`src/rtl/reg_writeback_queue_if.sv`:
```
// ---------------------------------------------------------------------------
// reg_writeback_queue_if
//   Bundles every non-clock/reset signal of the register write-back queue.
//   master : the queue itself (accepts execute results, drives the register
//            file write port, answers forwarding lookups, reports status).
//   slave  : the surroundings (execute stage, register file, operand fetch).
//
//   Execute side : in_valid, in_addr, in_data -> queue ; in_ready <- queue
//   Regfile side : rf_wr_en, rf_wr_addr, rf_wr_data <- queue ;
//                  rf_wr_success -> queue
//   Forwarding   : fwd_addr1/2 -> queue ; fwd_hit1/2, fwd_data1/2 <- queue
//   Status       : pending, empty, err_timeout <- queue
// ---------------------------------------------------------------------------
interface reg_writeback_queue_if #(
  parameter int DATA_W = 8,
  parameter int ADDR_W = 3,
  parameter int DEPTH  = 4
);
  localparam int CNT_W = $clog2(DEPTH) + 1;

  logic              in_valid;
  logic [ADDR_W-1:0] in_addr;
  logic [DATA_W-1:0] in_data;
  logic              in_ready;

  logic              rf_wr_en;
  logic [ADDR_W-1:0] rf_wr_addr;
  logic [DATA_W-1:0] rf_wr_data;
  logic              rf_wr_success;

  logic [ADDR_W-1:0] fwd_addr1;
  logic [ADDR_W-1:0] fwd_addr2;
  logic              fwd_hit1;
  logic              fwd_hit2;
  logic [DATA_W-1:0] fwd_data1;
  logic [DATA_W-1:0] fwd_data2;

  logic [CNT_W-1:0]  pending;
  logic              empty;
  logic              err_timeout;

  modport master (
    input  in_valid, in_addr, in_data, rf_wr_success, fwd_addr1, fwd_addr2,
    output in_ready, rf_wr_en, rf_wr_addr, rf_wr_data,
           fwd_hit1, fwd_hit2, fwd_data1, fwd_data2,
           pending, empty, err_timeout
  );

  modport slave (
    output in_valid, in_addr, in_data, rf_wr_success, fwd_addr1, fwd_addr2,
    input  in_ready, rf_wr_en, rf_wr_addr, rf_wr_data,
           fwd_hit1, fwd_hit2, fwd_data1, fwd_data2,
           pending, empty, err_timeout
  );
endinterface

```
`src/rtl/reg_writeback_queue.sv`:
```
// ---------------------------------------------------------------------------
// reg_writeback_queue
//   Small FIFO between the execute stage and the 8 x 8-bit register file.
//   Results are queued on in_valid & in_ready and committed one at a time
//   over the rf_wr_en / rf_wr_success handshake.  Two combinational
//   forwarding ports let operand fetch see values that are still queued.
//
// Ports
//   clk    : clock, all state on posedge
//   rst_n  : asynchronous active-low reset
//   bus    : reg_writeback_queue_if.master (execute, regfile, forwarding,
//            status signals)
//
// Parameters
//   DATA_W (8), ADDR_W (3), DEPTH (4, power of two >= 2),
//   TIMEOUT (15, 1..255 WRITE cycles without success before a retry)
//
// Build option
//   WB_COALESCE_EN : when defined, a push to an address already queued in a
//   non-head slot overwrites that slot's data instead of taking a new slot.
// ---------------------------------------------------------------------------
module reg_writeback_queue #(
  parameter int DATA_W  = 8,
  parameter int ADDR_W  = 3,
  parameter int DEPTH   = 4,
  parameter int TIMEOUT = 15
) (
  input logic                   clk,
  input logic                   rst_n,
  reg_writeback_queue_if.master bus
);
  localparam int PTR_W = $clog2(DEPTH);
  localparam int CNT_W = PTR_W + 1;
  localparam int TMR_W = 8;

  typedef enum logic [1:0] {IDLE, WRITE, GAP} state_t;

  logic [ADDR_W-1:0] addr_mem [DEPTH];
  logic [DATA_W-1:0] data_mem [DEPTH];

  logic [PTR_W-1:0]  head_reg;
  logic [PTR_W-1:0]  tail_reg;
  logic [CNT_W-1:0]  count_reg;
  state_t            state_reg, state_next;
  logic [TMR_W-1:0]  timer_reg, timer_next;
  logic              err_reg, err_next;

  logic              full;
  logic              pop;
  logic              push;
  logic              push_new;
  logic              coalesce_hit;
  logic [PTR_W-1:0]  coalesce_idx;
  logic              in_ready_int;

  logic              wr_en;
  logic [ADDR_W-1:0] wr_addr;
  logic [DATA_W-1:0] wr_data;

  // Slots viewed by age: index 0 is the head (oldest), higher is younger.
  logic [PTR_W-1:0]  age_idx  [DEPTH];
  logic              age_occ  [DEPTH];
  logic [ADDR_W-1:0] age_addr [DEPTH];
  logic [DATA_W-1:0] age_data [DEPTH];

  genvar gi;
  generate
    for (gi = 0; gi < DEPTH; gi++) begin : g_age
      assign age_idx[gi]  = head_reg + PTR_W'(gi);
      assign age_occ[gi]  = CNT_W'(gi) < count_reg;
      assign age_addr[gi] = addr_mem[age_idx[gi]];
      assign age_data[gi] = data_mem[age_idx[gi]];
    end
  endgenerate

  assign full = (count_reg == CNT_W'(DEPTH));

  // Scan oldest to youngest so the last match (the youngest) wins.
  function automatic logic [DATA_W:0] fwd_lookup(input logic [ADDR_W-1:0] a);
    logic [DATA_W:0] r;
    r = '0;
    for (int k = 0; k < DEPTH; k++) begin
      if (age_occ[k] && (age_addr[k] == a)) begin
        r = {1'b1, age_data[k]};
      end
    end
    return r;
  endfunction

  assign {bus.fwd_hit1, bus.fwd_data1} = fwd_lookup(bus.fwd_addr1);
  assign {bus.fwd_hit2, bus.fwd_data2} = fwd_lookup(bus.fwd_addr2);

`ifdef WB_COALESCE_EN
  // Search non-head slots only: the head may be on the write port already.
  always_comb begin
    coalesce_hit = 1'b0;
    coalesce_idx = head_reg;
    for (int k = 1; k < DEPTH; k++) begin
      if (age_occ[k] && (age_addr[k] == bus.in_addr)) begin
        coalesce_hit = 1'b1;
        coalesce_idx = age_idx[k];
      end
    end
  end
  assign in_ready_int = !full || coalesce_hit;
`else
  assign coalesce_hit = 1'b0;
  assign coalesce_idx = head_reg;
  assign in_ready_int = !full;
`endif

  assign push     = bus.in_valid && in_ready_int;
  assign push_new = push && !coalesce_hit;

  // Write-port FSM: IDLE -> WRITE (until success or timeout) -> GAP -> ...
  always_comb begin
    state_next = state_reg;
    timer_next = timer_reg;
    err_next   = err_reg;
    pop        = 1'b0;
    wr_en      = 1'b0;
    wr_addr    = '0;
    wr_data    = '0;
    case (state_reg)
      IDLE: begin
        if (count_reg != '0) state_next = WRITE;
      end
      WRITE: begin
        wr_en   = 1'b1;
        wr_addr = age_addr[0];
        wr_data = age_data[0];
        if (bus.rf_wr_success) begin
          pop        = 1'b1;
          timer_next = '0;
          state_next = GAP;
        end else if (timer_reg == TMR_W'(TIMEOUT - 1)) begin
          // TIMEOUT-th WRITE cycle without success: retry the same head.
          err_next   = 1'b1;
          timer_next = '0;
          state_next = GAP;
        end else begin
          timer_next = timer_reg + 1'b1;
        end
      end
      GAP: begin
        state_next = (count_reg != '0) ? WRITE : IDLE;
      end
      default: state_next = IDLE;
    endcase
  end

  always_ff @(posedge clk or negedge rst_n) begin
    if (!rst_n) begin
      state_reg <= IDLE;
      timer_reg <= '0;
      err_reg   <= 1'b0;
      head_reg  <= '0;
      tail_reg  <= '0;
      count_reg <= '0;
    end else begin
      state_reg <= state_next;
      timer_reg <= timer_next;
      err_reg   <= err_next;
      if (pop)      head_reg <= head_reg + 1'b1;
      if (push_new) tail_reg <= tail_reg + 1'b1;
      case ({push_new, pop})
        2'b10:   count_reg <= count_reg + 1'b1;
        2'b01:   count_reg <= count_reg - 1'b1;
        default: count_reg <= count_reg;
      endcase
    end
  end

  always_ff @(posedge clk or negedge rst_n) begin
    if (!rst_n) begin
      for (int k = 0; k < DEPTH; k++) begin
        addr_mem[k] <= '0;
        data_mem[k] <= '0;
      end
    end else if (push_new) begin
      addr_mem[tail_reg] <= bus.in_addr;
      data_mem[tail_reg] <= bus.in_data;
    end else if (push) begin
      data_mem[coalesce_idx] <= bus.in_data;
    end
  end

  assign bus.in_ready    = in_ready_int;
  assign bus.rf_wr_en    = wr_en;
  assign bus.rf_wr_addr  = wr_addr;
  assign bus.rf_wr_data  = wr_data;
  assign bus.pending     = count_reg;
  assign bus.empty       = (count_reg == '0);
  assign bus.err_timeout = err_reg;

endmodule
```
`src/flat_wrapper.sv`:
```
// flat-port wrapper written by rule: the top's interface ports become plain ports
module reg_writeback_queue_flat 
#(
  parameter int DATA_W  = 8,
  parameter int ADDR_W  = 3,
  parameter int DEPTH   = 4,
  parameter int TIMEOUT = 15
)
  (clk, rst_n, bus_in_valid, bus_in_addr, bus_in_data, bus_rf_wr_success, bus_fwd_addr1, bus_fwd_addr2, bus_in_ready, bus_rf_wr_en, bus_rf_wr_addr, bus_rf_wr_data, bus_fwd_hit1, bus_fwd_hit2, bus_fwd_data1, bus_fwd_data2, bus_pending, bus_empty, bus_err_timeout);
  reg_writeback_queue_if #(.DATA_W(DATA_W), .ADDR_W(ADDR_W), .DEPTH(DEPTH)) bus_i ();
  input logic clk;
  input logic rst_n;
  input wire logic [$bits(bus_i.in_valid)-1:0] bus_in_valid;
  input wire logic [$bits(bus_i.in_addr)-1:0] bus_in_addr;
  input wire logic [$bits(bus_i.in_data)-1:0] bus_in_data;
  input wire logic [$bits(bus_i.rf_wr_success)-1:0] bus_rf_wr_success;
  input wire logic [$bits(bus_i.fwd_addr1)-1:0] bus_fwd_addr1;
  input wire logic [$bits(bus_i.fwd_addr2)-1:0] bus_fwd_addr2;
  output wire logic [$bits(bus_i.in_ready)-1:0] bus_in_ready;
  output wire logic [$bits(bus_i.rf_wr_en)-1:0] bus_rf_wr_en;
  output wire logic [$bits(bus_i.rf_wr_addr)-1:0] bus_rf_wr_addr;
  output wire logic [$bits(bus_i.rf_wr_data)-1:0] bus_rf_wr_data;
  output wire logic [$bits(bus_i.fwd_hit1)-1:0] bus_fwd_hit1;
  output wire logic [$bits(bus_i.fwd_hit2)-1:0] bus_fwd_hit2;
  output wire logic [$bits(bus_i.fwd_data1)-1:0] bus_fwd_data1;
  output wire logic [$bits(bus_i.fwd_data2)-1:0] bus_fwd_data2;
  output wire logic [$bits(bus_i.pending)-1:0] bus_pending;
  output wire logic [$bits(bus_i.empty)-1:0] bus_empty;
  output wire logic [$bits(bus_i.err_timeout)-1:0] bus_err_timeout;
  assign bus_i.in_valid = bus_in_valid;
  assign bus_i.in_addr = bus_in_addr;
  assign bus_i.in_data = bus_in_data;
  assign bus_i.rf_wr_success = bus_rf_wr_success;
  assign bus_i.fwd_addr1 = bus_fwd_addr1;
  assign bus_i.fwd_addr2 = bus_fwd_addr2;
  assign bus_in_ready = bus_i.in_ready;
  assign bus_rf_wr_en = bus_i.rf_wr_en;
  assign bus_rf_wr_addr = bus_i.rf_wr_addr;
  assign bus_rf_wr_data = bus_i.rf_wr_data;
  assign bus_fwd_hit1 = bus_i.fwd_hit1;
  assign bus_fwd_hit2 = bus_i.fwd_hit2;
  assign bus_fwd_data1 = bus_i.fwd_data1;
  assign bus_fwd_data2 = bus_i.fwd_data2;
  assign bus_pending = bus_i.pending;
  assign bus_empty = bus_i.empty;
  assign bus_err_timeout = bus_i.err_timeout;
  reg_writeback_queue #(.DATA_W(DATA_W), .ADDR_W(ADDR_W), .DEPTH(DEPTH), .TIMEOUT(TIMEOUT)) u_core (.clk(clk), .rst_n(rst_n), .bus(bus_i));
endmodule
```
`config.mk`:
```
export PLATFORM = sky130hd
export DESIGN_NAME = reg_writeback_queue_flat
export DESIGN_NICKNAME = d
export VERILOG_FILES = /design/src/rtl/reg_writeback_queue_if.sv /design/src/rtl/reg_writeback_queue.sv /design/src/flat_wrapper.sv
export SDC_FILE = /design/constraint.sdc
export NUM_CORES = 1
export LEC_CHECK = 0
export BUFFER_PORTS_ARGS = -buffer_cell sky130_fd_sc_hd__buf_2
export CAP_MARGIN = 20
export CORE_MARGIN = 1
export CORE_UTILIZATION = 40
export DETAILED_ROUTE_END_ITERATION = 8
export SETUP_SLACK_MARGIN = 0.05
export SYNTH_ARGS = -nofsm -noshare
export SYNTH_HDL_FRONTEND = slang
export SYNTH_SLANG_ARGS = --single-unit
```
`constraint.sdc`:
```
create_clock -name clk -period 3.8 [get_ports clk]
set_input_delay 1.14 -clock clk [delete_from_list [all_inputs] [get_ports clk]]
set_output_delay 1.14 -clock clk [all_outputs]
set_load 0.03 [all_outputs]
```
==> results of run 1 <==
[worst reg2reg max path, stage by stage (launching register included)]
cell	delay [ps]
sky130_fd_sc_hd__dfrtp_1	430
sky130_fd_sc_hd__inv_1	80
sky130_fd_sc_hd__ha_1	130
sky130_fd_sc_hd__or4b_2	570
sky130_fd_sc_hd__nor3_1	210
sky130_fd_sc_hd__nand2b_1	440
sky130_fd_sc_hd__nor2b_1	80
sky130_fd_sc_hd__o21ai_0	160
sky130_fd_sc_hd__o31ai_1	90
[synthesized netlist by cell type (2+ instances only)]
master	count
sky130_fd_sc_hd__mux2_2	53
sky130_fd_sc_hd__buf_6	4
sky130_fd_sc_hd__a22oi_2	8
sky130_fd_sc_hd__xnor2_1	26
sky130_fd_sc_hd__xor2_1	5
sky130_fd_sc_hd__mux2i_1	43
sky130_fd_sc_hd__mux4_2	11
sky130_fd_sc_hd__nand2b_1	3
sky130_fd_sc_hd__nand3_1	5
sky130_fd_sc_hd__nand4_2	2
sky130_fd_sc_hd__and4_1	2
sky130_fd_sc_hd__nand4_1	5
sky130_fd_sc_hd__buf_2	11
sky130_fd_sc_hd__a21o_1	2
sky130_fd_sc_hd__inv_1	16
sky130_fd_sc_hd__nor2_1	36
sky130_fd_sc_hd__ha_1	11
sky130_fd_sc_hd__and2_1	6
sky130_fd_sc_hd__o31ai_1	9
sky130_fd_sc_hd__buf_4	2
sky130_fd_sc_hd__buf_1	2
sky130_fd_sc_hd__nor2b_1	3
sky130_fd_sc_hd__o21ai_0	26
sky130_fd_sc_hd__nand2_1	57
sky130_fd_sc_hd__clkbuf_1	11
sky130_fd_sc_hd__dfrtp_1	62
sky130_fd_sc_hd__a21oi_1	23
[metal layers]
metal / up-vias / GRT usage, % / share of wire, %
li1: 1737 / - / -
met1: 1730 / 27.1 / 49
met2: 57 / 29.5 / 45
met3: 9 / 4.72 / 4.6
met4: 2 / 5.79 / 0.94
met5: - / 0 / 0.095
[per-stage QoR]
stage	hold slack, ps	TNS, ps	util, %
6_report	457	0	51.3
5_1_grt	488	-616	51.3
4_1_cts	465	0	50.8
3_5_place_dp	446	-360	46.5
3_3_place_gp	439	-395	46.5
2_1_floorplan	441	0	-
[kinds of logic (layout without fill, tap and decap cells)]
family	after synthesis	after routing
flip-flops	62	62
XOR/XNOR	32	32
other	0	2
buffers and inverters	48	115
multiplexers	107	107
AO/OA/AOI/OAI	75	75
AND/OR/NAND/NOR	124	124
adder cells (fa/ha/maj)	11	11
[timing repair]
action / 4_1_cts / 5_1_grt
gates resized for setup: 35 / 20
setup endpoints to repair: 18 / 18
pin swaps: 4 / 7
buffers inserted: 5 / 0
[worst max path at each step]
stage | from | to | slack [ps] | depth (start not counted)
5_1_grt | u_core.coalesce_idx[0] | bus_fwd_data2[4] | -70 | 10
6_report | u_core.coalesce_idx[0] | bus_fwd_hit2 | 40 | 8
2_1_floorplan | bus_fwd_addr1[1] | bus_fwd_data1[7] | 70 | 7
3_3_place_gp | bus_fwd_addr1[1] | bus_fwd_data1[7] | -90 | 7
3_5_place_dp | bus_fwd_addr1[1] | bus_fwd_data1[7] | -100 | 7
4_1_cts | u_core.coalesce_idx[0] | bus_fwd_data2[4] | 40 | 10
[cell type report]
class	count	area, µm²	share of cell area, %
repair buffers	84	644	11.4
inverters	17	63.8	1.13
multi-input cells	349	2900	51.5
diodes	2	5.00	0.0888
clock inverters	1	30.0	0.533
flip-flops and latches	62	1550	27.6
well taps	140	175	3.11
clock buffers	13	260	4.62
==> flow_summary.html, run 1 <==
<table>
<tr><th>Metric</th><th>Value</th></tr>
<tr><th colspan="2">Run status</th></tr>
<tr><td>Result of the run</td><td>completed</td></tr>
<tr><th colspan="2">Logic synthesis</th></tr>
<tr><td>Mapped Nets</td><td>approximately 500</td></tr>
<tr><td>Post-synth top area share</td><td>34.1%</td></tr>
<tr><td>Top flip-flop cell by instance count after synthesis</td><td>sky130_fd_sc_hd__dfrtp_1</td></tr>
<tr><td>Post-synthesis instance area</td><td>approximately 4600 µm²</td></tr>
<tr><td>Portion of netlist area occupied by mux cells</td><td>about 28%</td></tr>
<tr><td>Syn Inst Count</td><td>roughly 460</td></tr>
<tr><td>Async SR Flop Fraction</td><td>100%</td></tr>
<tr><td>Simple-gate portion of the synthesized area</td><td>approximately an eighth</td></tr>
<tr><td>Post-Synthesis Mean Instance Area</td><td>slightly below 10 µm²</td></tr>
<tr><td>Cell type with the largest total area after synthesis</td><td>sky130_fd_sc_hd__dfrtp_1</td></tr>
<tr><td>Area share of fa/ha/maj cells after synthesis</td><td>3.02%</td></tr>
<tr><td>Fraction of the mapped netlist area in compound gates</td><td>between 10% and 20%</td></tr>
<tr><td>Largest family of logic cells by synthesized area</td><td>multiplexers</td></tr>
<tr><td>Count of warnings emitted by yosys</td><td>0</td></tr>
<tr><td>Number of synthesized register bits</td><td>62</td></tr>
<tr><td>Sequential cell area fraction in the yosys report</td><td>between 30% and 40%</td></tr>
<tr><td>Number of flops mapped to enable cells by yosys</td><td>0</td></tr>
<tr><td>Synthesized-area fraction occupied by xor and xnor cells</td><td>6.32%</td></tr>
<tr><td>Distinct cell type count of the synthesized netlist</td><td>42</td></tr>
<tr><td>Synth top area cells</td><td>sky130_fd_sc_hd__dfrtp_1 (34%), sky130_fd_sc_hd__mux2_2 (13%), sky130_fd_sc_hd__mux2i_1 (9.5%)</td></tr>
<tr><th colspan="2">Global route</th></tr>
<tr><td>Global-route wire length before repair</td><td>roughly 17 mm</td></tr>
<tr><td>Global routing usage summed across all routing layers</td><td>between 10% and 20%</td></tr>
<tr><td>GR Overflow Total</td><td>0</td></tr>
<tr><td>Largest net degree at the start of global routing</td><td>63</td></tr>
<tr><td>Vias in the first global route</td><td>~3400</td></tr>
<tr><td>Antenna violations before repair</td><td>3</td></tr>
<tr><th colspan="2">Floorplan</th></tr>
<tr><td>Die extent in x</td><td>between 100 and 150 µm</td></tr>
<tr><td>Core area</td><td>between 10000 and 15000 µm²</td></tr>
<tr><td>Full die area</td><td>~12000 µm²</td></tr>
<tr><td>Vert. Die Dim</td><td>approximately 110 µm</td></tr>
<tr><td>Number of I/O pins</td><td>between 50 and 60</td></tr>
<tr><td>Initial Utilization</td><td>41.5%</td></tr>
<tr><td># rows</td><td>38</td></tr>
<tr><th colspan="2">Timing</th></tr>
<tr><td>Tightest Pin Transition</td><td>a little over 600 ps</td></tr>
<tr><td>Part of the cycle the worst path needs</td><td>between 90% and 100%</td></tr>
<tr><td>Setup repair after global routing missed its margin</td><td>yes</td></tr>
<tr><td>Worst Clk Skew</td><td>about 9.3 ps</td></tr>
<tr><td>Remaining max-slew budget at the tightest pin</td><td>between 50% and 60%</td></tr>
<tr><td>Final setup viols</td><td>0</td></tr>
<tr><td>Final hold vios</td><td>0</td></tr>
<tr><td>Maximum frequency from static timing analysis</td><td>between 200 and 300 MHz</td></tr>
<tr><td>Max-slew violations</td><td>0</td></tr>
<tr><td>Post-layout worst setup margin</td><td>around 42 ps</td></tr>
<tr><td>Shortest period the worst path allows</td><td>3760 ps</td></tr>
<tr><th colspan="2">CTS</th></tr>
<tr><td>Number of sinks driven by the clock tree</td><td>a little over 60</td></tr>
<tr><td>Cell chosen for the clock root</td><td>sky130_fd_sc_hd__clkbuf_16</td></tr>
<tr><td>H-tree level count</td><td>3</td></tr>
<tr><td>Post-CTS Hold Fix Bufs</td><td>0</td></tr>
<tr><td>Clock Pin Slew Worst Setup and Hold Paths</td><td>about 50 ps</td></tr>
<tr><td>Worst-case clock buffer depth</td><td>2</td></tr>
<tr><td>Number of buffers created by CTS</td><td>9</td></tr>
<tr><td>TritonCTS clock tree</td><td>yes</td></tr>
<tr><td>Skew-Pair Late Insertion Delay</td><td>330 ps</td></tr>
<tr><th colspan="2">Hold path</th></tr>
<tr><td>Hold Crit Start</td><td>u_core.bus.err_timeout</td></tr>
<tr><td>Worst min-delay path endpoint</td><td>u_core.bus.err_timeout</td></tr>
<tr><td>Worst min-delay path class</td><td>flop to flop</td></tr>
<tr><td>Worst hold path depth</td><td>1</td></tr>
<tr><th colspan="2">Critical path</th></tr>
<tr><td>Worst flop-to-flop path startpoint</td><td>u_core.timer_reg[0]</td></tr>
<tr><td>Highest fanout seen on the critical path</td><td>9</td></tr>
<tr><td>Data required time at the worst endpoint</td><td>approximately 2700 ps</td></tr>
<tr><td>Flop2flop setup slack</td><td>between 1000 and 1500 ps</td></tr>
<tr><td>Crit path cell chain</td><td>buf_4 &gt; buf_4 &gt; mux4_2 &gt; xnor2_1 &gt; and4_2 &gt; buf_6 &gt; or3b_1 &gt; buf_4</td></tr>
<tr><td>Startpoint-to-endpoint class of the critical path</td><td>flop to output port</td></tr>
<tr><td>CP startpoint kind</td><td>flop</td></tr>
<tr><td>Kind of capture point of the worst setup path</td><td>output port</td></tr>
<tr><td>Dominant delay contributor by cell family on the critical path</td><td>simple AND/OR/NAND/NOR gates</td></tr>
<tr><td>Slowest cell on the critical path</td><td>sky130_fd_sc_hd__mux4_2</td></tr>
<tr><td>Largest stage delay, worst path</td><td>approximately 550 ps</td></tr>
<tr><td>FF-to-FF path depth</td><td>8</td></tr>
<tr><td>Dominant cell type by count on the critical path</td><td>sky130_fd_sc_hd__buf_4</td></tr>
<tr><td>Arrival time of the worst setup path</td><td>2620 ps</td></tr>
<tr><td>Combined buffer and inverter count along the critical path</td><td>4</td></tr>
<tr><td>Reg2reg end</td><td>u_core.timer_reg[3]</td></tr>
<tr><th colspan="2">Place</th></tr>
<tr><td>Worst slack after detailed placement</td><td>-104 ps</td></tr>
<tr><td>Detailed Place HPWL</td><td>about 8 mm</td></tr>
<tr><td># placed instances</td><td>about 650</td></tr>
<tr><td>Gpl congestion</td><td>0.894</td></tr>
<tr><td>Number of buffers inserted by port buffering</td><td>56</td></tr>
<tr><td>Instance area at placement</td><td>~5000 µm²</td></tr>
<tr><th colspan="2">Detailed routing</th></tr>
<tr><td>First-pass DRT Iterations</td><td>4</td></tr>
<tr><td>Overall routed net length</td><td>~11 mm</td></tr>
<tr><td>DR vias/cell</td><td>5.29</td></tr>
<tr><td>Count of vias placed by the detailed router</td><td>3535</td></tr>
<tr><td>DRC</td><td>0</td></tr>
<tr><td>Avg WL per Cell</td><td>between 15 and 20 µm</td></tr>
<tr><td>Initial DRC count</td><td>between 200 and 300</td></tr>
<tr><td>Antenna-violating nets left</td><td>0</td></tr>
<tr><th colspan="2">Finish</th></tr>
<tr><td>Most common cell after layout, fill and taps aside</td><td>sky130_fd_sc_hd__dfrtp_1</td></tr>
<tr><td>Share of layout cells above drive strength 1</td><td>~39%</td></tr>
<tr><td>Most used cells in the layout excluding fill and tap cells</td><td>sky130_fd_sc_hd__dfrtp_1 (60), sky130_fd_sc_hd__nand2_1 (57), sky130_fd_sc_hd__mux2_2 (52)</td></tr>
<tr><td>Signed area change from the synthesized netlist to the final layout</td><td>23.8%</td></tr>
<tr><td>Post-route standard cell area excluding fillers</td><td>approximately 5600 µm²</td></tr>
<tr><td>Final cell count without fillers</td><td>approximately 670</td></tr>
<tr><td>Final net count</td><td>555</td></tr>
<tr><td>Filler Cells Inserted</td><td>about 1000</td></tr>
<tr><td>Number of flip-flops under the largest register name</td><td>32</td></tr>
<tr><th colspan="2">Job</th></tr>
<tr><td>Max Cap Viol</td><td>0</td></tr>
</table>
Power of run 1 is not shown: default switching activity piles up to over one toggle a cycle in this logic, so the estimate is an artifact.
==> run 2, diff against run 1 <==
Clock period 3.8 ns to 3.15 ns, I/O delays scaled along.
==> flow_summary.html, run 2 (synthesized netlist as in run 1, its figures left out) <==
<table>
<tr><th>Metric</th><th>Value</th></tr>
<tr><th colspan="2">Timing</th></tr>
<tr><td>Worst Clk Skew</td><td>7.74 ps (-1.58 ps)</td></tr>
<tr><td>Shortest period the worst path allows</td><td>roughly 3600 ps</td></tr>
<tr><td>Post-layout worst setup margin</td><td>-420 ps (-462 ps)</td></tr>
<tr><td>Final setup viols</td><td>18 (+18)</td></tr>
<tr><td>Tightest Pin Transition</td><td>703 ps (+90.0 ps)</td></tr>
<tr><td>Setup repair after global routing missed its margin</td><td>yes</td></tr>
<tr><td>Remaining max-slew budget at the tightest pin</td><td>53.1% (-5.9 points)</td></tr>
<tr><td>Maximum frequency from static timing analysis</td><td>around 280 MHz</td></tr>
<tr><td>Max-slew violations</td><td>0 (unchanged)</td></tr>
<tr><td>Final hold vios</td><td>0 (unchanged)</td></tr>
<tr><td>Part of the cycle the worst path needs</td><td>113%</td></tr>
<tr><th colspan="2">Floorplan</th></tr>
<tr><td># rows</td><td>38 (unchanged)</td></tr>
<tr><td>Initial Utilization</td><td>41.5% (unchanged)</td></tr>
<tr><td>Number of I/O pins</td><td>57 (unchanged)</td></tr>
<tr><td>Core area</td><td>11000 µm² (unchanged)</td></tr>
<tr><td>Full die area</td><td>11800 µm² (unchanged)</td></tr>
<tr><td>Vert. Die Dim</td><td>109 µm (unchanged)</td></tr>
<tr><td>Die extent in x</td><td>109 µm (unchanged)</td></tr>
<tr><th colspan="2">Hold path</th></tr>
<tr><td>Worst min-delay path class</td><td>flop to flop</td></tr>
<tr><td>Worst min-delay path endpoint</td><td>u_core.bus.err_timeout</td></tr>
<tr><td>Hold Crit Start</td><td>u_core.bus.err_timeout</td></tr>
<tr><td>Worst hold path depth</td><td>1 (unchanged)</td></tr>
<tr><th colspan="2">Detailed routing</th></tr>
<tr><td>Antenna-violating nets left</td><td>0 (unchanged)</td></tr>
<tr><td>DRC</td><td>0 (unchanged)</td></tr>
<tr><td>DR vias/cell</td><td>5.33 (+0.70%)</td></tr>
<tr><td>Initial DRC count</td><td>222 (-17%)</td></tr>
<tr><td>Avg WL per Cell</td><td>16.8 µm (+6.3%)</td></tr>
<tr><td>Count of vias placed by the detailed router</td><td>3693 (+4.5%)</td></tr>
<tr><td>Overall routed net length</td><td>11.7 mm (+10%)</td></tr>
<tr><td>First-pass DRT Iterations</td><td>4 (unchanged)</td></tr>
<tr><th colspan="2">Critical path</th></tr>
<tr><td>Kind of capture point of the worst setup path</td><td>output port</td></tr>
<tr><td>Data required time at the worst endpoint</td><td>2200 ps (-460 ps)</td></tr>
<tr><td>Reg2reg end</td><td>u_core.timer_reg[3]</td></tr>
<tr><td>Arrival time of the worst setup path</td><td>2630 ps (about the same)</td></tr>
<tr><td>Worst flop-to-flop path startpoint</td><td>u_core.timer_reg[0]</td></tr>
<tr><td>FF-to-FF path depth</td><td>8 (unchanged)</td></tr>
<tr><td>Startpoint-to-endpoint class of the critical path</td><td>flop to output port</td></tr>
<tr><td>Highest fanout seen on the critical path</td><td>8 (-1)</td></tr>
<tr><td>CP startpoint kind</td><td>flop</td></tr>
<tr><td>Flop2flop setup slack</td><td>770 ps (-700 ps)</td></tr>
<tr><th colspan="2">Finish</th></tr>
<tr><td>Share of layout cells above drive strength 1</td><td>43.9% (+5.0 points)</td></tr>
<tr><td>Antenna diode count</td><td>0 (-2)</td></tr>
<tr><td>Most common cell after layout, fill and taps aside</td><td>sky130_fd_sc_hd__dfrtp_1</td></tr>
<tr><td>Most used cells in the layout excluding fill and tap cells</td><td>sky130_fd_sc_hd__dfrtp_1 (60), sky130_fd_sc_hd__nand2_1 (57), sky130_fd_sc_hd__mux2_2 (53)</td></tr>
<tr><td>Signed area change from the synthesized netlist to the final layout</td><td>34.6%</td></tr>
<tr><td>Final net count</td><td>580 (+4.5%)</td></tr>
<tr><td>Filler Cells Inserted</td><td>946 (-5.7%)</td></tr>
<tr><td>Number of flip-flops under the largest register name</td><td>32 (unchanged)</td></tr>
<tr><th colspan="2">Global route</th></tr>
<tr><td>Largest net degree at the start of global routing</td><td>34 (-46%)</td></tr>
<tr><td>Antenna violations before repair</td><td>1 (-2)</td></tr>
<tr><td>GR Overflow Total</td><td>0 (unchanged)</td></tr>
<tr><td>Vias in the first global route</td><td>3497 (+2.0%)</td></tr>
<tr><td>Global routing usage summed across all routing layers</td><td>19.9% (+0.53 points)</td></tr>
<tr><td>Global-route wire length before repair</td><td>17.9 mm (+2.2%)</td></tr>
<tr><th colspan="2">CTS</th></tr>
<tr><td>Post-CTS Hold Fix Bufs</td><td>0 (unchanged)</td></tr>
<tr><td>Number of buffers created by CTS</td><td>9 (unchanged)</td></tr>
<tr><td>Skew-Pair Late Insertion Delay</td><td>330 ps (about the same)</td></tr>
<tr><td>TritonCTS clock tree</td><td>yes</td></tr>
<tr><td>Cell chosen for the clock root</td><td>sky130_fd_sc_hd__clkbuf_16</td></tr>
<tr><td>Worst-case clock buffer depth</td><td>2 (unchanged)</td></tr>
<tr><td>H-tree level count</td><td>3 (unchanged)</td></tr>
<tr><td>Number of sinks driven by the clock tree</td><td>62 (unchanged)</td></tr>
<tr><td>Clock Pin Slew Worst Setup and Hold Paths</td><td>50 ps (about the same)</td></tr>
<tr><th colspan="2">Place</th></tr>
<tr><td>Detailed Place HPWL</td><td>8.28 mm (+3.1%)</td></tr>
<tr><td>Number of buffers inserted by port buffering</td><td>56 (unchanged)</td></tr>
<tr><td>Worst slack after detailed placement</td><td>-175 ps (-71.8 ps)</td></tr>
<tr><td>Gpl congestion</td><td>0.839 (-6.1%)</td></tr>
<tr><th colspan="2">Run status</th></tr>
<tr><td>Result of the run</td><td>finished with violations</td></tr>
<tr><td>Violated checks</td><td>negative setup slack</td></tr>
<tr><th colspan="2">Job</th></tr>
<tr><td>Max Cap Viol</td><td>0 (unchanged)</td></tr>
</table>
run 2: how the worst max path moves through the flow:
stage / depth (start not counted) / slack, ps / to / startpoint
2_1_floorplan: 9 / 10 / bus_fwd_data2[0] / u_core.coalesce_idx[0]
6_report: 10 / -420 / bus_fwd_data2[1] / u_core.coalesce_idx[0]
3_3_place_gp: 7 / -140 / bus_fwd_data2[4] / bus_fwd_addr2[0]
3_5_place_dp: 7 / -180 / bus_fwd_data2[7] / bus_fwd_addr2[0]
5_1_grt: 9 / -520 / bus_fwd_data1[1] / u_core.coalesce_idx[0]
4_1_cts: 9 / -430 / bus_fwd_data2[4] / u_core.coalesce_idx[0]
run 2: final cells by class:
type | count | area [µm²] | share of cell area [%]
repair buffers | 109 | 973 | 15.9
flip-flops and latches | 62 | 1550 | 25.4
well taps | 140 | 175 | 2.86
clock buffers | 16 | 292 | 4.76
multi-input cells | 349 | 3070 | 50.1
inverters | 17 | 63.8 | 1.04
run 2: repair_timing:
item                       in CTS  in global routing
gates cloned                    1                  3
setup endpoints to repair      20                 23
buffers inserted                7                  1
gates resized for setup        51                 27
pin swaps                       3                 10
run 2: per-layer routing:
layer	global-route usage, %	part of all wire, %
met1	27.7	47
met2	30.9	48
met3	3.47	3.1
met4	7.24	1.4
met5	0	0.11
run 2: metrics by stage:
stage / TNS (ps) / hold slack [ps] / instance area, µm² / util (%) / instances
CTS: -6530 / 472 / 5940 / 54.1 / 689
global route: -8510 / 486 / 6130 / 55.8 / 693
global placement: -1660 / 439 / 5400 / 49.1 / 665
finish: -6530 / 459 / 6130 / 55.8 / 693
detailed placement: -2240 / 460 / 5400 / 49.1 / 665
floorplan: 0 / 441 / 4770 / - / 459
run 2: worst max-delay path, stage by stage (launching register included):
cell and delay, ps:
sky130_fd_sc_hd__dfrtp_2 400, sky130_fd_sc_hd__buf_12 130, sky130_fd_sc_hd__buf_4 120, sky130_fd_sc_hd__mux4_2 550, sky130_fd_sc_hd__xnor2_1 180, sky130_fd_sc_hd__and4_4 310
sky130_fd_sc_hd__a21oi_4 50, sky130_fd_sc_hd__buf_12 140, sky130_fd_sc_hd__a22oi_2 200, sky130_fd_sc_hd__a21oi_4 80, sky130_fd_sc_hd__buf_6 140
Power of run 2 is left out for the same reason.
==> run 3, diff against run 2 <==
Settings changed: GPL_TIMING_DRIVEN from default to 0, SETUP_SLACK_MARGIN 0.05 to default.
Clock period 3.15 ns to 3.1 ns, I/O delays scaled along.
==> flow_summary.html, run 3 (synthesized netlist as in run 1, its figures left out) <==
<table>
<tr><th>Metric</th><th>Value</th></tr>
<tr><th colspan="2">Critical path</th></tr>
<tr><td>FF-to-FF path depth</td><td>7 (-1)</td></tr>
<tr><td>Flop2flop setup slack</td><td>820 ps (+50 ps)</td></tr>
<tr><td>Arrival time of the worst setup path</td><td>2640 ps (about the same)</td></tr>
<tr><td>Worst flop-to-flop path startpoint</td><td>u_core.timer_reg[0]</td></tr>
<tr><td>Kind of capture point of the worst setup path</td><td>output port</td></tr>
<tr><td>Reg2reg end</td><td>u_core.timer_reg[6]</td></tr>
<tr><td>Startpoint-to-endpoint class of the critical path</td><td>flop to output port</td></tr>
<tr><td>Data required time at the worst endpoint</td><td>2170 ps (-30 ps)</td></tr>
<tr><td>CP startpoint kind</td><td>flop</td></tr>
<tr><td>Highest fanout seen on the critical path</td><td>10 (+2)</td></tr>
<tr><th colspan="2">CTS</th></tr>
<tr><td>Worst-case clock buffer depth</td><td>2 (unchanged)</td></tr>
<tr><td>H-tree level count</td><td>3 (unchanged)</td></tr>
<tr><td>Number of sinks driven by the clock tree</td><td>62 (unchanged)</td></tr>
<tr><td>Cell chosen for the clock root</td><td>sky130_fd_sc_hd__clkbuf_16</td></tr>
<tr><td>Skew-Pair Late Insertion Delay</td><td>320 ps (about the same)</td></tr>
<tr><td>Post-CTS Hold Fix Bufs</td><td>0 (unchanged)</td></tr>
<tr><td>Number of buffers created by CTS</td><td>9 (unchanged)</td></tr>
<tr><td>TritonCTS clock tree</td><td>yes</td></tr>
<tr><td>Clock Pin Slew Worst Setup and Hold Paths</td><td>50 ps (about the same)</td></tr>
<tr><th colspan="2">Run status</th></tr>
<tr><td>Result of the run</td><td>finished with violations</td></tr>
<tr><td>Violated checks</td><td>negative setup slack</td></tr>
<tr><th colspan="2">Timing</th></tr>
<tr><td>Setup repair after global routing missed its margin</td><td>yes</td></tr>
<tr><td>Part of the cycle the worst path needs</td><td>115%</td></tr>
<tr><td>Remaining max-slew budget at the tightest pin</td><td>54.8% (+1.7 points)</td></tr>
<tr><td>Maximum frequency from static timing analysis</td><td>around 280 MHz</td></tr>
<tr><td>Final hold vios</td><td>0 (unchanged)</td></tr>
<tr><td>Max-slew violations</td><td>0 (unchanged)</td></tr>
<tr><td>Tightest Pin Transition</td><td>678 ps (-25.8 ps)</td></tr>
<tr><td>Post-layout worst setup margin</td><td>-470 ps (-50.1 ps)</td></tr>
<tr><td>Final setup viols</td><td>18 (unchanged)</td></tr>
<tr><td>Worst Clk Skew</td><td>5.12 ps (-2.62 ps)</td></tr>
<tr><td>Shortest period the worst path allows</td><td>about 3600 ps</td></tr>
<tr><th colspan="2">Global route</th></tr>
<tr><td>Global routing usage summed across all routing layers</td><td>21.3% (+1.5 points)</td></tr>
<tr><td>Met1 routing resource usage after global routing</td><td>29.0% (+1.3 points)</td></tr>
<tr><td>Largest net degree at the start of global routing</td><td>35 (+2.9%)</td></tr>
<tr><td>Global-route wire length before repair</td><td>19.3 mm (+8.1%)</td></tr>
<tr><td>Antenna violations before repair</td><td>0 (-1)</td></tr>
<tr><td>GR Util met2</td><td>35.1% (+4.2 points)</td></tr>
<tr><td>Vias in the first global route</td><td>3771 (+7.8%)</td></tr>
<tr><td>Grt met3 use</td><td>2.39% (-1.1 points)</td></tr>
<tr><td>GR Overflow Total</td><td>0 (unchanged)</td></tr>
<tr><td>Top Usage Layer GRT</td><td>met2</td></tr>
<tr><th colspan="2">Detailed routing</th></tr>
<tr><td>DR vias/cell</td><td>5.47 (+2.6%)</td></tr>
<tr><td>Avg WL per Cell</td><td>17.3 µm (+2.7%)</td></tr>
<tr><td>DRC</td><td>0 (unchanged)</td></tr>
<tr><td>First-pass DRT Iterations</td><td>5 (+1)</td></tr>
<tr><td>Antenna-violating nets left</td><td>0 (unchanged)</td></tr>
<tr><td>Count of vias placed by the detailed router</td><td>3722 (+0.79%)</td></tr>
<tr><td>Overall routed net length</td><td>11.8 mm (+0.90%)</td></tr>
<tr><td>Initial DRC count</td><td>215 (-3.2%)</td></tr>
<tr><th colspan="2">Finish</th></tr>
<tr><td>Antenna diode count</td><td>0 (unchanged)</td></tr>
<tr><td>Final net count</td><td>568 (-2.1%)</td></tr>
<tr><td>Final cell count without fillers</td><td>681 (-1.7%)</td></tr>
<tr><td>Number of flip-flops under the largest register name</td><td>32 (unchanged)</td></tr>
<tr><td>Share of layout cells above drive strength 1</td><td>40.5% (-3.5 points)</td></tr>
<tr><td>Signed area change from the synthesized netlist to the final layout</td><td>31.8%</td></tr>
<tr><td>Most common cell after layout, fill and taps aside</td><td>sky130_fd_sc_hd__dfrtp_1</td></tr>
<tr><td>Most used cells in the layout excluding fill and tap cells</td><td>sky130_fd_sc_hd__dfrtp_1 (62), sky130_fd_sc_hd__nand2_1 (57), sky130_fd_sc_hd__mux2_2 (52)</td></tr>
<tr><th colspan="2">Hold path</th></tr>
<tr><td>Worst hold path depth</td><td>1 (unchanged)</td></tr>
<tr><td>Hold Crit Start</td><td>u_core.bus.err_timeout</td></tr>
<tr><td>Worst min-delay path class</td><td>flop to flop</td></tr>
<tr><td>Worst min-delay path endpoint</td><td>u_core.bus.err_timeout</td></tr>
<tr><th colspan="2">Job</th></tr>
<tr><td>Max Cap Viol</td><td>0 (unchanged)</td></tr>
<tr><th colspan="2">Floorplan</th></tr>
<tr><td>Full die area</td><td>11800 µm² (unchanged)</td></tr>
<tr><td>Vert. Die Dim</td><td>109 µm (unchanged)</td></tr>
<tr><td>Core area</td><td>11000 µm² (unchanged)</td></tr>
<tr><td>Number of I/O pins</td><td>57 (unchanged)</td></tr>
<tr><td>Die extent in x</td><td>109 µm (unchanged)</td></tr>
<tr><td>Initial Utilization</td><td>41.5% (unchanged)</td></tr>
<tr><td># rows</td><td>38 (unchanged)</td></tr>
<tr><th colspan="2">Place</th></tr>
<tr><td># placed instances</td><td>652 (-2.0%)</td></tr>
<tr><td>Gpl congestion</td><td>0.839 (about the same)</td></tr>
<tr><td>Number of buffers inserted by port buffering</td><td>52 (-7.1%)</td></tr>
<tr><td>Detailed Place HPWL</td><td>8.95 mm (+8.2%)</td></tr>
</table>
-- run 3: cell types whose count changed in the layout (fill, tap and decap cells not counted), sizes merged --
cell,delta
bufbuf,-1
clkbuf,+2
bufinv,+3
clkinv,+2
clkinvlp,+2
buf,-20
-- run 3: worst max path at each step --
stage | start | end | cells past startpoint
2_1_floorplan | bus_fwd_addr1[2] | bus_fwd_hit1 | 7
3_3_place_gp | bus_fwd_addr1[2] | bus_fwd_data1[0] | 8
3_5_place_dp | bus_fwd_addr1[2] | bus_fwd_data1[1] | 8
4_1_cts | u_core.coalesce_idx[0] | bus_fwd_data2[6] | 11
5_1_grt | u_core.coalesce_idx[0] | bus_fwd_data2[2] | 10
6_report | u_core.coalesce_idx[0] | bus_fwd_data2[6] | 10
-- run 3: per-layer routing --
metal	part of all wire, %	wire length, µm
met1	47	5500
met3	3.5	407
met4	1.7	202
met5	0	0
met2	48	5660
-- run 3: cell type report --
class | instances | area [µm²]
Timing Repair Buffer | 67 | 556
Tap cell | 140 | 175
Fill cell | 967 | 4980
Buffer | 30 | 223
Clock buffer | 9 | 225
Multi-Input combinational cell | 349 | 3080
Sequential cell | 62 | 1550
Inverter | 17 | 66.3
Clock inverter | 7 | 123
-- run 3: repair_timing --
action	4_1_cts	5_1_grt
gates cloned	1	0
gates resized for setup	55	28
buffers inserted	9	5
setup endpoints to repair	23	25
pin swaps	11	6
-- run 3: critical path: stages (launching register included) --
cell,delay [ps]
sky130_fd_sc_hd__dfrtp_1,360
sky130_fd_sc_hd__buf_6,150
sky130_fd_sc_hd__mux4_2,550
sky130_fd_sc_hd__xnor2_1,170
sky130_fd_sc_hd__nand4_1,150
sky130_fd_sc_hd__buf_6,210
sky130_fd_sc_hd__a21oi_4,170
sky130_fd_sc_hd__buf_12,150
sky130_fd_sc_hd__a22oi_2,80
sky130_fd_sc_hd__a21oi_4,180
sky130_fd_sc_hd__buf_6,140
-- run 3: metrics by stage --
step / utilization [%] / setup slack [ps] / hold slack (ps) / instance area [µm²] / setup TNS, ps
floorplan: - / -25.0 / 441 / 4760 / -212
global placement: 47.3 / -393 / 438 / 5190 / -5600
detailed placement: 47.5 / -454 / 449 / 5210 / -6170
CTS: 53.5 / -464 / 463 / 5880 / -7380
global route: 54.6 / -573 / 491 / 6000 / -9530
finish: 54.6 / -470 / 455 / 6000 / -7620
Power of run 3 is left out for the same reason.
